--- src/rtl/mem_port_arbiter.sv ---
// Round-robin arbiter sharing one single-port RAM between a fetch port (A) and a load/store port (B).
// One transaction per three cycles: ACCESS/ERROR, DONE (ack), then back to IDLE.
module mem_port_arbiter #(
    parameter int unsigned ADDR_W    = 16,
    parameter int unsigned DATA_W    = 8,
    parameter int unsigned MEM_DEPTH = 256
) (
    input  logic              Clock,
    input  logic              Reset,
    input  logic              a_req,
    input  logic              a_wr,
    input  logic [ADDR_W-1:0] a_addr,
    input  logic [DATA_W-1:0] a_wdata,
    output logic              a_ack,
    output logic [DATA_W-1:0] a_rdata,
    output logic              a_err,
    input  logic              b_req,
    input  logic              b_wr,
    input  logic [ADDR_W-1:0] b_addr,
    input  logic [DATA_W-1:0] b_wdata,
    output logic              b_ack,
    output logic [DATA_W-1:0] b_rdata,
    output logic              b_err,
    output logic [ADDR_W-1:0] mem_address,
    output logic [DATA_W-1:0] mem_data,
    output logic              mem_wr,
    output logic              mem_cs,
    input  logic [DATA_W-1:0] mem_o,
    output logic              busy,
    output logic [15:0]       txn_count
);

    localparam int unsigned CNT_W = 16;
    localparam logic [ADDR_W:0] DEPTH_L = (ADDR_W+1)'(MEM_DEPTH);

    typedef enum logic [1:0] {
        IDLE   = 2'd0,
        ACCESS = 2'd1,
        ERROR  = 2'd2,
        DONE   = 2'd3
    } state_t;

    state_t state_q, state_d;

    // owner_b_q: current transaction belongs to B; last_b_q: B won the previous grant
    logic owner_b_q, owner_b_d;
    logic last_b_q, last_b_d;

    logic [ADDR_W-1:0] mem_address_d;
    logic [DATA_W-1:0] mem_data_d;
    logic              mem_wr_d;
    logic              mem_cs_d;
    logic              a_ack_d, b_ack_d;
    logic              a_err_d, b_err_d;
    logic [DATA_W-1:0] a_rdata_d, b_rdata_d;
    logic              busy_d;
    logic [CNT_W-1:0]  txn_count_d;

    // Winner selection: B wins when alone, or on a tie when A had the last grant
    logic              sel_b_c;
    logic [ADDR_W-1:0] sel_addr_c;
    logic [DATA_W-1:0] sel_wdata_c;
    logic              sel_wr_c;
    logic              sel_in_range_c;

    assign sel_b_c        = b_req && (!a_req || !last_b_q);
    assign sel_addr_c     = sel_b_c ? b_addr  : a_addr;
    assign sel_wdata_c    = sel_b_c ? b_wdata : a_wdata;
    assign sel_wr_c       = sel_b_c ? b_wr    : a_wr;
    assign sel_in_range_c = {1'b0, sel_addr_c} < DEPTH_L;

    // Next-state and next-output logic
    always_comb begin
        state_d       = state_q;
        owner_b_d     = owner_b_q;
        last_b_d      = last_b_q;
        mem_address_d = mem_address;
        mem_data_d    = mem_data;
        mem_wr_d      = mem_wr;
        mem_cs_d      = 1'b1;
        a_ack_d       = 1'b0;
        b_ack_d       = 1'b0;
        a_err_d       = 1'b0;
        b_err_d       = 1'b0;
        a_rdata_d     = a_rdata;
        b_rdata_d     = b_rdata;
        txn_count_d   = txn_count;

        case (state_q)
            IDLE: begin
                if (a_req || b_req) begin
                    owner_b_d     = sel_b_c;
                    last_b_d      = sel_b_c;
                    mem_address_d = sel_addr_c;
                    mem_data_d    = sel_wdata_c;
                    if (sel_in_range_c) begin
                        state_d  = ACCESS;
                        mem_wr_d = sel_wr_c;
                        mem_cs_d = 1'b0;
                    end else begin
                        state_d  = ERROR;
                        mem_wr_d = 1'b0;
                    end
                end
            end
            ACCESS: begin
                state_d  = DONE;
                mem_wr_d = 1'b0;
                if (owner_b_q) begin
                    b_ack_d = 1'b1;
                    if (!mem_wr) b_rdata_d = mem_o;
                end else begin
                    a_ack_d = 1'b1;
                    if (!mem_wr) a_rdata_d = mem_o;
                end
            end
            ERROR: begin
                state_d  = DONE;
                mem_wr_d = 1'b0;
                if (owner_b_q) begin
                    b_ack_d   = 1'b1;
                    b_err_d   = 1'b1;
                    b_rdata_d = '0;
                end else begin
                    a_ack_d   = 1'b1;
                    a_err_d   = 1'b1;
                    a_rdata_d = '0;
                end
            end
            DONE: begin
                state_d     = IDLE;
                txn_count_d = txn_count + CNT_W'(1);
            end
            default: state_d = IDLE;
        endcase

        busy_d = (state_d != IDLE);
    end

    // State and output registers
    always_ff @(posedge Clock) begin
        if (!Reset) begin
            state_q     <= IDLE;
            owner_b_q   <= 1'b0;
            last_b_q    <= 1'b1;
            mem_address <= '0;
            mem_data    <= '0;
            mem_wr      <= 1'b0;
            mem_cs      <= 1'b1;
            a_ack       <= 1'b0;
            b_ack       <= 1'b0;
            a_err       <= 1'b0;
            b_err       <= 1'b0;
            a_rdata     <= '0;
            b_rdata     <= '0;
            busy        <= 1'b0;
            txn_count   <= '0;
        end else begin
            state_q     <= state_d;
            owner_b_q   <= owner_b_d;
            last_b_q    <= last_b_d;
            mem_address <= mem_address_d;
            mem_data    <= mem_data_d;
            mem_wr      <= mem_wr_d;
            mem_cs      <= mem_cs_d;
            a_ack       <= a_ack_d;
            b_ack       <= b_ack_d;
            a_err       <= a_err_d;
            b_err       <= b_err_d;
            a_rdata     <= a_rdata_d;
            b_rdata     <= b_rdata_d;
            busy        <= busy_d;
            txn_count   <= txn_count_d;
        end
    end

endmodule
--- config.mk ---
export PLATFORM = sky130hd
export DESIGN_NAME = mem_port_arbiter
export DESIGN_NICKNAME = d
export VERILOG_FILES = /design/src/rtl/mem_port_arbiter.sv
export SDC_FILE = /design/constraint.sdc
export NUM_CORES = 1
export LEC_CHECK = 0
export BUFFER_PORTS_ARGS = -buffer_cell sky130_fd_sc_hd__buf_4
export CAP_MARGIN = 20
export CELL_PAD_IN_SITES_DETAIL_PLACEMENT = 0
export CELL_PAD_IN_SITES_GLOBAL_PLACEMENT = 1
export CORE_AREA = 4 4 95 97
export CTS_BUF_LIST = sky130_fd_sc_hd__clkbuf_2 sky130_fd_sc_hd__clkbuf_4 sky130_fd_sc_hd__clkbuf_8
export DETAILED_ROUTE_END_ITERATION = 6
export DIE_AREA = 0 0 99 101
export GPL_ROUTABILITY_DRIVEN = 0
export PLACE_DENSITY = 0.82
export SLEW_MARGIN = 15
export SYNTH_ARGS = -nofsm -noshare
export SYNTH_HDL_FRONTEND = slang
export SYNTH_SLANG_ARGS = --single-unit
--- constraint.sdc ---
create_clock -name Clock -period 1.96 [get_ports Clock]
set_input_delay 0.196 -clock Clock [delete_from_list [all_inputs] [get_ports Clock]]
set_output_delay 0.196 -clock Clock [all_outputs]
set_load 0.05 [all_outputs]
* Word level (Yosys, flattened, before mapping)
Cells that the tools add are included.
Word-level totals: flip-flop bits (word level) 67, logic and storage cells 62, output and inout bits 63
Operators by class: add/sub/neg operators 1, $lt $le $gt $ge 1, mux-type cells 19, reduce and logical (&&, ||, !) cells 17, eq/ne operators 9
Operators with widths (number):
- 8-bit 2-to-1 mux | 6
- 8-bit one-hot mux with 2 select lines | 2
- 16-bit by 1-bit adder with 16-bit output, second input constant | 1
- 16-bit by 9-bit < comparator with 1-bit output, second input constant | 1
- 16-bit 2-to-1 mux | 1
- 2-bit inequality test, second input constant | 6
- 2-bit AND reduction | 4
- 4-bit AND reduction | 2
- 1-bit 2-to-1 mux | 6
- 2-bit one-hot mux with 3 select lines | 1
- 2-bit nonzero test | 3
- 2-bit == test, second input constant | 2
- 2-bit 2-to-1 mux | 2
- 3-bit AND reduction | 1
- 2-bit by 1-bit == test with 1-bit output, second input constant | 1
- 1-bit logical NOT | 2
- 2-bit logical NOT | 1
- 1-bit logical OR | 2
- 1-bit one-hot mux with 2 select lines | 1
- 2-bit OR reduction | 1
- 1-bit logical AND | 1

* Depth between registers and ports, before layout
Gate-level depths: netlist of run 1.
word-level depth 9, depth in mapped cells 7, gate-level depth less buffers 6

* Least setup slack after synthesis of run 1
Ideal clock, no wire load.
path kind register to register, start point reg txn_count[6], end point reg txn_count[15], period minus slack after synthesis 1.779 ns, cell stages (with the launch flop) 5, data required time 1.845 ns, setup time 0.115 ns, arrival 1.664 ns, path buffers 0, slack 0.181 ns, cells stage by stage dfxtp_1 -> and4_4 -> nand4_4 -> o31a_1 -> o21a_1
Between the ends: word-level cells in the longest chain between the ends 1
RTL lines:
- start, declared | line 30 | output logic [15:0] txn_count
- start signal, assigned | line 173 | txn_count <= txn_count_d;
- 16-bit by 1-bit adder with 16-bit output | line 132 | txn_count_d = txn_count + CNT_W'(1);
No other way between the ends. A chain may end at the register's enable or synchronous reset.

* Final worst setup path of run 1
start point reg state_q[1], end point reg b_rdata[6]
Between the ends: word-level cells in the longest chain between the ends 3, elaborated cells between the ends (all ways) 8, classes of those cells eq/ne (5); mux (1); reduce/logical (2)
RTL lines:
- start, declared | line 43 | state_t state_q, state_d;
- start signal, assigned | line 159 | state_q <= state_d;
- 2-bit by 1-bit == test with 1-bit output / 2-bit == test (equally long branches) | line 89 | case (state_q)
- 2-bit inequality test (no line) / 2-bit nonzero test (equally long branches)
- 4-bit AND reduction (no line)
- end signal, assigned | line 171 | b_rdata <= b_rdata_d;
- end, declared | line 22 | output logic [DATA_W-1:0] b_rdata,
Parallel ways exist; a longest one is shown, timed or not.

==> results.md, run 1 <==
* Met2 wire len at 3520 um
* All-layer global routing usage at 15.1%
* Final Skew at 0.00799 ns
* Clock sink count at 67
* Layout area overhead at 45.2%
* Status: completed
* Startpoint Class: flop
* FF/Latch Area at 1340 um2
* Seq cells post-synth at 67
* # DRC at 0
* Die W at 99 um
* Met3 wire length at 668 um
* Largest net degree at the start of global routing at 51
* Via Count at 2569
* Synth Warn # at 0
* Worst Max-Slew Pin Slew at 0.556 ns
* Root Driver: clkbuf_8
* Hold_ws at 0.111 ns
* Final-layout fill cell count at 800
* Post-synth top flop: dfxtp_1
* Cells after Synth at 302
* Post-CTS Setup Bufs at 0
* Setup CP Type: reg -> reg
* Synth area leader: dfxtp_1
* Hold crit path type: in -> reg
* Hold buffer count at cts at 0
* Synth cell types at 39
* First-pass GRT wire length at 12100 um
* 1st-iter DRT viols at 55
* Antenna violations before repair at 0
* Io pins at 125
* Post-route ant nets at 0
* Synth Cell Area at 2900 um2
* Max Slew Vio Count at 0
* Overall Power at 5.12 mW
* Clk slew on worst S/H paths at 0.07 ns
* Syn_nets at 369
* Worst path max stage delay at 0.49 ns
* Number of synthesized flops with an enable pin at 0
* Leakage Power at 1.93 nW
* Finished Layout Cells at 539
* VDD IR max at 0.591 mV
* Period utilization at 86.3%
* Post-layout util at 51.7%
* Number of global-route vias before repair at 2614
* Worst skew pair latency at 0.33 ns
* CTS Buf Count at 9
* ANT cells at 0
* TritonCTS clock tree: yes
* CP cell instances: inv_1 -> ha_1 -> a21boi_0 -> o21ai_2 -> mux2i_1 -> nor2_1
* Worst EP required at 2.18 ns
* Top area cells in the synthesized netlist: dfxtp_1 (46%), mux2i_1 (15%), nor2_1 (7.4%), a211oi_1 (6.5%), xor2_1 (2.7%)
* Top achievable clock speed at 591 MHz
* Routed length per instance at 13.9 um
* Grt total ovfl at 0
* Routed Wire Length at 7470 um
* Num rows at 33
* Die Area at 10000 um2
* Top cell type's share of synthesized area at 46.3%
* Unrepaired setup endpoints after global routing: no
* Die Y at 101 um
* Area of the multi-input gates at 1460 um2
* Top-count cell post-synth: dfxtp_1
* Total iterations of the first detailed-routing run at 4
* Crit-path max FO at 8
* Post-CTS Resized at 0
* Longest Clk Path Bufs at 2
* Max layer used: met4
* Via-to-Cell Ratio at 4.77
* Core Footprint at 8130 um2
* CP arrival at 1.91 ns
* Post-Syn Area per Cell at 9.59 um2
* Ys async rst share at 0%
* Sequential area share after synthesis at 46.3%
* Initial Util at 35.6%
* Worst slew margin at 62.9%
* DP HPWL at 5680 um
* Critical Path End Type: flop
* Slowest stage cell on the critical path: o21ai_2
* Port Buffers at 124
* Max-Cap Viols at 0
* Placed cells at 523
* Top cells by count, synth: dfxtp_1 (67), nor2_1 (57), mux2i_1 (42), a211oi_1 (25), xor2_1 (9)
* Pwr Density at 1220 nW/um2
* Final #Nets at 496
* Setup violations, final at 0
* Post-Route M1 WL at 3200 um
* H-tree level count at 3
* Setup TNS at 0 ns
* Hold Violations, Final at 0
* Final Critical Period at 1.69 ns
* Share of layout cells above drive strength 1 at 36.4%
==> through the flow <==
step                      area, um2  setup WS (ns)
after global routing           4210         0.0259
after CTS                      4210          0.245
after global placement         3970          0.346
after detailed placement       3970          0.267
final                          4210          0.269
after floorplan                2900          0.181
==> final timing paths <==
check / end / slack (ns) / depth (start not counted) / start
worst max-delay path: b_rdata[6] / 0.27 / 6 / state_q[1]
worst min-delay path: mem_cs / 0.11 / 2 / Reset
worst max register to register: b_rdata[6] / 0.27 / 6 / state_q[1]
worst min register to register: mem_address[1] / 0.50 / 2 / mem_address[1]
==> layer usage <==
layer | global-route usage (%) | vias to the layer above
li1 | - | 1326
met1 | 18.0 | 1153
met2 | 24.9 | 84
met3 | 5.81 | 6
met4 | 5.36 | 0
met5 | 0 | -
==> sequential cells by signal, indices dropped and copies added, names as in the netlist, 2 cells and up <==
name / count
mem_address: 16
state_q: 2
a_rdata: 8
txn_count: 16
mem_data: 8
b_rdata: 8
==> cell families (layout without fill, tap and decap cells) <==
group | Yosys count | in the layout | share of synthesized area (%)
buffers and inverters | 22 | 154 | 3.85
flip-flops | 67 | 67 | 46.3
XOR/XNOR | 11 | 11 | 3.33
adder cells (fa/ha/maj) | 5 | 5 | 2.16
multiplexers | 42 | 42 | 14.5
AO/OA/AOI/OAI | 50 | 50 | 12.2
AND/OR/NAND/NOR | 105 | 105 | 17.6
==> critical path, delay by kind of cell (launching register included) <==
kind,cells,cell delay (ns)
compound gates,2,0.61
fa+ha+maj,1,0.20
buf+inv,1,0.10
flops,1,0.34
mux,1,0.28
simple gates,1,0.05
==> cell type report <==
| class | count | share of cell area, % |
|---|---|---|
| multi-input combinational | 213 | 34.6 |
| tap | 105 | 3.12 |
| timing repair buffer | 134 | 24.5 |
| clock inverter | 4 | 1.73 |
| sequential | 67 | 31.9 |
| inverter | 4 | 0.357 |
| clock buffer | 12 | 3.78 |
==> cells in the final DEF, fill, tap and decap left out, types with 7 or more instances in the layout <==
cell,netlist,final
nand2_1,8,8
mux2i_1,42,42
buf_4,2,132
xor2_1,9,9
a21oi_1,8,8
nor2b_1,8,8
a211oi_1,25,25
o21ai_0,7,7
dfxtp_1,67,67
clkbuf_8,0,11
nand3_1,8,8
nor2_1,57,57
==> where the power goes <==
part           switching, mW  total, mW  internal [mW]  leakage [nW]
combinational           1.36       2.09          0.733          1.26
clock                  0.514       1.31          0.798         0.116
sequential             0.129       1.72           1.59         0.549
total                   2.00       5.12           3.12          1.93
No activity file was read; power rests on OpenSTA's default activity.
==> inputs of run 2 (changes only) <==
==> constraint.sdc (replaced) <==
create_clock -name Clock -period 1.6 [get_ports Clock]
set_input_delay 0.16 -clock Clock [delete_from_list [all_inputs] [get_ports Clock]]
set_output_delay 0.16 -clock Clock [all_outputs]
set_load 0.05 [all_outputs]
==> run 2 against run 1 <==
Effect of this change: clock skew up 0.0015 ns; critical path depth up 1; cell area up 6.5%; highest routed layer unchanged.
==> results.md, run 2 (synthesis results as in run 1) <==
* Routed Wire Length at 7870 um (+5.5%)
* Overall Power at 6.71 mW (+31%)
* Clock sink count at 67 (unchanged)
* Grt total ovfl at 0 (unchanged)
* Num rows at 33 (unchanged)
* Part of the power in the clock network at 23.5% (-2.1 points)
* First-pass GRT wire length at 11700 um (-4.0%)
* Final Skew at 0.00950 ns (+0.00152 ns)
* Status: completed
* # DRC at 0 (unchanged)
* Setup violations, final at 0 (unchanged)
* Die Y at 101 um (unchanged)
* Hold_ws at 0.0795 ns (-0.0320 ns)
* Crit-path max FO at 8 (unchanged)
* Longest Clk Path Bufs at 2 (unchanged)
* Comb power frac at 45.2% (+4.4 points)
* Core Footprint at 8130 um2 (unchanged)
* Startpoint Class: flop
* Placed cells at 530 (+1.3%)
* 1st-iter DRT viols at 40 (-27%)
* Die W at 99 um (unchanged)
* Root Driver: clkbuf_8
* Port Buffers at 124 (unchanged)
* CTS Buf Count at 9 (unchanged)
* Largest net degree at the start of global routing at 42 (-18%)
* Routed length per instance at 14.3 um (+3.0%)
* Most frequent cells in the layout: buf_4 (134), nor2_1 (57), dfxtp_1 (56), mux2i_1 (42), a211oi_1 (20)
* All-layer global routing usage at 14.2% (-0.90 points)
* CP arrival at 1.74 ns (-0.17 ns)
* Biggest regs: mem_address (16), txn_count (16)
* Top achievable clock speed at 657 MHz (+11%)
* Clk slew on worst S/H paths at 0.07 ns (about the same)
* Worst path max stage delay at 0.41 ns (-0.08 ns)
* Hold Violations, Final at 0 (unchanged)
* TritonCTS clock tree: yes
* Total iterations of the first detailed-routing run at 4 (unchanged)
* Post-route ant nets at 0 (unchanged)
* VDD IR max at 0.615 mV (+4.0%)
* Worst slew margin at 71.8% (+8.9 points)
* Psw at 2.61 mW (+30%)
* Final Critical Period at 1.52 ns (-0.169 ns)
* WP buf/inv at 3 (+2)
* Sequential Power Share at 31.3% (-2.3 points)
* Worst skew pair latency at 0.33 ns (about the same)
* FF-to-FF Start: state_q[1]
* Commonest non-fill, non-tap cell in the layout: buf_4
* Max-Cap Viols at 0 (unchanged)
* Crit path launch: state_q[1]
* Layout area overhead at 54.8%
* CP cell instances: inv_1 -> buf_4 -> ha_2 -> o21ai_4 -> buf_12 -> mux2i_1 -> nor2_1
* HP Start: Reset
* Die Area at 10000 um2 (unchanged)
* Worst EP required at 1.82 ns (-0.36 ns)
* ANT cells at 0 (unchanged)
* Hold crit path type: in -> reg
* Max Slew Vio Count at 0 (unchanged)
* DP HPWL at 5650 um (-0.49%)
* Setup ws final at 0.0781 ns (-0.191 ns)
* Pwr Density at 1500 nW/um2 (+23%)
* Period utilization at 95.1% (+8.8 points)
* Slowest stage cell on the critical path: ha_2
* Via Count at 2670 (+3.9%)
* Share of layout cells above drive strength 1 at 42.1% (+5.7 points)
* Critical Path End Type: flop
* Internal Pwr Total at 4.11 mW (+31%)
* Final #Nets at 509 (+2.6%)
* Via-to-Cell Ratio at 4.84 (+1.5%)
* Sw Ratio at 38.9% (-0.17 points)
* Antenna violations before repair at 0 (unchanged)
* Top Family by Delay on Critical Path: adder cells
* Number of global-route vias before repair at 2565 (-1.9%)
* Initial Util at 35.6% (unchanged)
* Pre-CTS WS at -0.0900 ns (-0.357 ns)
* H-tree level count at 3 (unchanged)
* Setup CP Type: reg -> reg
* Leakage Power at 2.05 nW (+6.5%)
* Worst Max-Slew Pin Slew at 0.423 ns (-0.133 ns)
* Setup TNS at 0 ns (unchanged)
* Finished Layout Cells at 552 (+2.4%)
* Io pins at 125 (unchanged)
## run 2: cell count changes in the layout (fill, tap and decap cells not counted), sizes merged
cell / change
clkinvlp: -1
clkbuf: +1
buf: +10
clkinv: +2
inv: +1
## run 2: layer usage
| layer | GRT usage [%] | part of all wire, % | vias to the layer above |
|---|---|---|---|
| li1 | - | - | 1344 |
| met1 | 16.2 | 42 | 1223 |
| met2 | 24.2 | 49 | 91 |
| met3 | 4.84 | 8.3 | 12 |
| met4 | 5.88 | 1.4 | 0 |
| met5 | 0 | 0 | - |
## run 2: timing repair
action,in CTS,in global routing
hold buffers,0,0
resized for setup,2,8
pin swaps,0,2
cloned,0,4
buffers inserted,0,2
hold endpoints to repair,0,0
endpoints found under the setup margin,8,35
## run 2: cell type report
class                      count  area, um2
clock buffer                  10        138
clock inverter                 6       87.6
inverter                       4       15.0
multi-input combinational    213       1490
timing repair buffer         147       1260
sequential                    67       1360
tap                          105        131
fill                         774       3650
## run 2: final timing paths
path,cells past startpoint,end,slack [ns]
worst min-delay path,2,mem_cs,0.08
worst max register to register,7,b_rdata[1],0.08
worst min register to register,2,mem_address[4],0.50
worst max-delay path,7,b_rdata[1],0.08
## run 2: power groups by stage
stage               Combinational, mW  Clock (mW)  Sequential, mW
floorplan                       0.907           0            3.01
global route                     3.22        1.67            2.14
finish                           3.03        1.58            2.10
global placement                 2.68           0            2.13
CTS                              2.74        1.62            2.10
detailed placement               2.71           0            2.14
## run 2: through the flow
step / util (%) / instance area, um2
after global routing: 55.1 / 4480
final: 55.1 / 4480
after global placement: 50.3 / 4090
after CTS: 53.2 / 4320
after detailed placement: 50.3 / 4090
after floorplan: - / 2910
